File: src/rtl/network_output_decoder.sv
// ============================================================================
// network_output_decoder: sequential signed argmax over one output vector, results queued in a FWFT FIFO.
// Revision: 1.0
// ============================================================================
`default_nettype none

module network_output_decoder #(
  parameter int WIDTH       = 8,
  parameter int NUM_OUTPUTS = 10,
  parameter int FIFO_DEPTH  = 4,
  localparam int IDX_W      = $clog2(NUM_OUTPUTS),
  localparam int LVL_W      = $clog2(FIFO_DEPTH) + 1
) (
  input  logic                    CLK,
  input  logic                    RST,
  input  logic signed [WIDTH-1:0] VALUES_IN [NUM_OUTPUTS],
  input  logic                    VALID_IN,
  output logic                    BUSY,
  output logic [IDX_W-1:0]        CLASS_OUT,
  output logic signed [WIDTH-1:0] SCORE_OUT,
  output logic                    OUT_VALID,
  input  logic                    OUT_READY,
  output logic                    OVERFLOW,
  output logic [7:0]              DROP_COUNT,
  output logic [LVL_W-1:0]        FIFO_LEVEL
);

  localparam int PTR_W = $clog2(FIFO_DEPTH);

  localparam logic [1:0] S_IDLE = 2'd0;
  localparam logic [1:0] S_SCAN = 2'd1;
  localparam logic [1:0] S_PUSH = 2'd2;

  logic [1:0]              state;
  logic [1:0]              state_next;
  logic signed [WIDTH-1:0] vals [NUM_OUTPUTS];
  logic signed [WIDTH-1:0] best;
  logic [IDX_W-1:0]        best_idx;
  logic [IDX_W-1:0]        idx;
  logic                    scan_last;
  logic                    capture;
  logic                    sample_drop;
  logic                    push_req;

  assign scan_last = (idx == IDX_W'(NUM_OUTPUTS - 1));

  always_ff @(posedge CLK) begin
    if (RST) begin
      state <= S_IDLE;
    end else begin
      state <= state_next;
    end
  end

  always_comb begin
    state_next = state;
    case (state)
      S_IDLE:  if (VALID_IN) state_next = S_SCAN;
      S_SCAN:  if (scan_last) state_next = S_PUSH;
      S_PUSH:  state_next = S_IDLE;
      default: state_next = S_IDLE;
    endcase
  end

  always_comb begin
    BUSY        = (state != S_IDLE);
    capture     = (state == S_IDLE) && VALID_IN;
    sample_drop = (state != S_IDLE) && VALID_IN;
    push_req    = (state == S_PUSH);
  end

  // Strict greater-than keeps the lowest index on ties.
  always_ff @(posedge CLK) begin
    if (RST) begin
      best     <= '0;
      best_idx <= '0;
      idx      <= '0;
      for (int i = 0; i < NUM_OUTPUTS; i++) vals[i] <= '0;
    end else if (capture) begin
      for (int i = 0; i < NUM_OUTPUTS; i++) vals[i] <= VALUES_IN[i];
      best     <= VALUES_IN[0];
      best_idx <= '0;
      idx      <= IDX_W'(1);
    end else if (state == S_SCAN) begin
      if (vals[idx] > best) begin
        best     <= vals[idx];
        best_idx <= idx;
      end
      if (!scan_last) idx <= idx + IDX_W'(1);
    end
  end

  logic [IDX_W-1:0]        fifo_class [FIFO_DEPTH];
  logic signed [WIDTH-1:0] fifo_score [FIFO_DEPTH];
  logic [PTR_W-1:0]        rd_ptr;
  logic [PTR_W-1:0]        wr_ptr;
  logic [LVL_W-1:0]        level;
  logic [IDX_W-1:0]        last_class;
  logic signed [WIDTH-1:0] last_score;
  logic                    pop;
  logic                    full;
  logic                    push_ok;
  logic                    result_drop;
  logic [1:0]              drop_inc;
  logic [8:0]              drop_sum;

  assign OUT_VALID   = (level != '0);
  assign FIFO_LEVEL  = level;
  assign full        = (level == LVL_W'(FIFO_DEPTH));
  assign pop         = OUT_VALID && OUT_READY;
  // A full FIFO still takes the result when the head leaves in the same cycle.
  assign push_ok     = push_req && (!full || pop);
  assign result_drop = push_req && !push_ok;
  assign CLASS_OUT   = OUT_VALID ? fifo_class[rd_ptr] : last_class;
  assign SCORE_OUT   = OUT_VALID ? fifo_score[rd_ptr] : last_score;
  assign drop_inc    = {1'b0, sample_drop} + {1'b0, result_drop};
  assign drop_sum    = {1'b0, DROP_COUNT} + {7'd0, drop_inc};

  always_ff @(posedge CLK) begin
    if (push_ok) begin
      fifo_class[wr_ptr] <= best_idx;
      fifo_score[wr_ptr] <= best;
    end
  end

  always_ff @(posedge CLK) begin
    if (RST) begin
      rd_ptr     <= '0;
      wr_ptr     <= '0;
      level      <= '0;
      last_class <= '0;
      last_score <= '0;
      OVERFLOW   <= 1'b0;
      DROP_COUNT <= '0;
    end else begin
      if (push_ok) wr_ptr <= wr_ptr + PTR_W'(1);
      if (pop) begin
        rd_ptr     <= rd_ptr + PTR_W'(1);
        last_class <= fifo_class[rd_ptr];
        last_score <= fifo_score[rd_ptr];
      end
      case ({push_ok, pop})
        2'b10:   level <= level + LVL_W'(1);
        2'b01:   level <= level - LVL_W'(1);
        default: level <= level;
      endcase
      OVERFLOW   <= sample_drop || result_drop;
      DROP_COUNT <= drop_sum[8] ? 8'hFF : drop_sum[7:0];
    end
  end

endmodule

`default_nettype wire

File: config.mk
export PLATFORM = sky130hd
export DESIGN_NAME = network_output_decoder
export DESIGN_NICKNAME = d
export VERILOG_FILES = /design/src/rtl/network_output_decoder.sv
export SDC_FILE = /design/constraint.sdc
export NUM_CORES = 1
export LEC_CHECK = 0
export ABC_CLOCK_PERIOD_IN_PS = 8050
export CAP_MARGIN = 20
export CELL_PAD_IN_SITES_DETAIL_PLACEMENT = 1
export CELL_PAD_IN_SITES_GLOBAL_PLACEMENT = 1
export CORE_MARGIN = 1
export CORE_UTILIZATION = 48
export DETAILED_ROUTE_END_ITERATION = 12
export GPL_ROUTABILITY_DRIVEN = 1
export MAX_ROUTING_LAYER = met4
export PLACE_DENSITY_LB_ADDON = 0.05
export SLEW_MARGIN = 20
export SYNTH_ARGS = -nofsm -noshare
export SYNTH_HDL_FRONTEND = slang
export SYNTH_SLANG_ARGS = --single-unit
File: constraint.sdc
create_clock -name CLK -period 8.05 [get_ports CLK]
set_input_delay 1.61 -clock CLK [delete_from_list [all_inputs] [get_ports CLK]]
set_output_delay 1.61 -clock CLK [all_outputs]
set_load 0.03 [all_outputs]
==> metrics.txt <==
Crit Path Class register to primary output; vias in the first global route slightly above 5000; fin. max-slew vios 0; worst r2r src idx[1]$_SDFFE_PP0P_; DRT iter0 DRCs between 200 and 250; Hold Crit Class register to register; Post-Syn Instances 570; Synth Flop Type edfxtp_1; Critical Path Max Stage Delay 0.87 ns; CTS tree built; unrepaired setup endpoints after global routing false; drt wl/cell 17.8 um; Sink Count roughly 180; synth unique cells 47; EDFF count, synth between 100 and 150; Max-Cap Viols 0; Post-Route WL approximately 16000 um; pin count of the biggest net entering global routing 81; first-pass GRT wire length 25300 um; vias 4738; grt met2 use roughly 37%; Max Freq 227 MHz; worst-path fanout max 12; final setup fails 0; Synthesis Warnings 0; layout cell share with drive strength beyond 1 11.6%; Worst Setup End Kind primary output; FFs w/ async S/R, synth 0%; DR vias/cell 5.31; gr usage total roughly a fifth; Tmin final roughly 4.4 ns; DRC errors left 0; initial antenna violation count 0; period utilization 54.7%; Power Dens Cells a little over 200 nW/um2; Num CTS Buffers 17; Fin. Hold Viols 0; GPL Wtd Cong between 0.7 and 0.8; Hold Buf Count CTS 0; clk slew on worst S/H paths approximately 0.060 ns; Pleak approximately 3.4 nW; post-synth net total approximately 670; total iterations of the first detailed-routing run 4; crit path capture SCORE_OUT[2]; Post-DRT Antenna Nets 0; maximum vdd drop roughly 0.00015 V; Tot Pwr 1.97 mW; Worst Reg-to-Reg Cells 9; Nets about 770; TNS Setup 0 ns; met1 GRT Util approximately a quarter; Ant. Diodes 0; Arrival @ worst endpoint 2.79 ns; register bit total from synthesis 176; GRT Max-Usage Layer met2; die area 16600 um2; Crit-path slowest cell dfxtp_1; boundary pin count between 100 and 150; H-tree levels 4; IO Port Bufs between 100 and 150; status completed; Slew HR between 20% and 30%; Core ar. between 15000 and 20000 um2; RR Endpoint best[0]$_SDFFE_PP0P_; critical path cell sequence mux4_2 > mux2_2 > clkdlybuf4s50_1; clock root cell clkbuf_16; Req. time, crit path between 6 and 7 ns; sequential fraction of the synthesis area 62.4%; Horiz. Die Dim 129 um; PostCTS Resize Cnt 0; GRT overflow 0; Worst-Margin Slew roughly 1.1 ns; Clock Skew 0.00836 ns; Rows between 40 and 50; initial core utilization 49.9%; GR Util met3 3.62%; Longest Clk Path Bufs 2; syn avg cell area 13.5 um2; Die H ~130 um; crit start category register; setup bufs post-CTS 0; R2R Setup Slk 4.20 ns; dpl hpwl about 11000 um; Worst-Skew Late Latency 0.42 ns; mapped cell area slightly below 8000 um2; Layout area overhead 23.1%
==> cells by family (layout without fill, tap and decap cells) <==
logic type,after synthesis,after routing,share of synthesized area (%)
compound gates,76,76,6.15
xor+xnor,11,11,1.25
fa+ha+maj,18,18,3.12
buf+inv,63,174,3.39
flops,176,176,62.4
mux,42,42,10.3
simple gates,184,184,13.4
==> stage by stage <==
| stage | setup WS [ns] | hold WS, ns | util, % | area, um2 | std cells |
|---|---|---|---|---|---|
| 4_1_cts | 3.57 | 0.457 | 61.5 | 9480 | 892 |
| 3_3_place_gp | 3.92 | 0.438 | 58.1 | 8960 | 861 |
| 6_report | 3.65 | 0.453 | 61.5 | 9480 | 892 |
| 5_1_grt | 3.45 | 0.479 | 61.5 | 9480 | 892 |
| 3_5_place_dp | 3.77 | 0.449 | 58.1 | 8960 | 861 |
| 2_1_floorplan | 2.99 | 0.434 | - | 7700 | 570 |
==> worst max-delay path, delay by kind of cell, from the launching register on <==
kind / cells / cell delay [ns]
flops: 1 / 0.87
mux: 2 / 0.91
buf+inv: 1 / 0.59
==> cells in the final DEF (no fill, tap or decap), drive strengths merged, types with 5 or more instances in the layout <==
cell             n
edfxtp         128
clkdlybuf4s50  109
and2            78
dfxtp           48
nand2           46
a21oi           32
inv             31
mux4            28
clkbuf          22
ha              16
o211ai          15
nor2            15
mux2            13
o21ai           12
nand2b           9
clkinv           8
a22oi            7
xor2             7
or4              7
nand3b           6
nand4            5
==> routing by layer <==
layer | wire [um] | share of wire, %
met5 | 0 | 0
met3 | 449 | 2.8
met4 | 352 | 2.2
met1 | 6720 | 42
met2 | 8340 | 53
==> cells in the mapped netlist, types with 3 or more instances <==
master	instances	area, um2
ha_1	16	200
o211ai_1	15	113
buf_1	4	15.0
a211oi_1	4	30.0
or3_1	3	18.8
nand2_1	46	173
nor2_1	15	56.3
inv_1	30	113
and2_1	78	488
a21oi_1	30	150
nand4_1	4	25.0
mux2_2	13	146
a22oi_1	7	52.6
nand3b_1	6	45.0
buf_2	5	25.0
edfxtp_1	128	3840
mux4_2	26	586
or4_1	7	52.6
nand2b_1	9	56.3
o21ai_0	12	60.1
dfxtp_1	48	961
xnor2_1	4	35.0
clkbuf_1	21	78.8
xor2_1	7	61.3
==> how the worst min path moves through the flow <==
stage,start,end,slack (ns),cells past startpoint
2_1_floorplan,last_class[0]$_SDFFE_PP0P_,last_class[0]$_SDFFE_PP0P_,0.43,2
3_3_place_gp,last_score[0]$_SDFFE_PP0P_,last_score[0]$_SDFFE_PP0P_,0.44,2
3_5_place_dp,last_class[3]$_SDFFE_PP0P_,last_class[3]$_SDFFE_PP0P_,0.45,2
4_1_cts,last_class[3]$_SDFFE_PP0P_,last_class[3]$_SDFFE_PP0P_,0.46,2
5_1_grt,last_score[6]$_SDFFE_PP0P_,last_score[6]$_SDFFE_PP0P_,0.48,2
6_report,last_class[3]$_SDFFE_PP0P_,last_class[3]$_SDFFE_PP0P_,0.45,2
==> registers in the layout, summed over array words and instances (netlist names), named ones only <==
name        count
wr_ptr          2
fifo_class     16
vals           80
idx             4
rd_ptr          2
DROP_COUNT      8
best            8
state           2
fifo_score     32
last_class      4
FIFO_LEVEL      3
last_score      8
best_idx        4
OVERFLOW        1
==> final cells by class <==
cell class | count | area, um2
Sequential cell | 176 | 4810
Fill cell | 1492 | 5940
Timing Repair Buffer | 113 | 1120
Clock inverter | 9 | 61.3
Tap cell | 211 | 264
Inverter | 30 | 113
Clock buffer | 22 | 464
Multi-Input combinational cell | 331 | 2650
==> power breakdown <==
group / total [mW] / internal [mW] / switching [mW]
Clock: 0.737 / 0.409 / 0.328
Combinational: 0.195 / 0.0974 / 0.0973
Sequential: 1.04 / 1.02 / 0.0195
Total: 1.97 / 1.52 / 0.445
No activity file was read; power rests on OpenSTA's default activity.
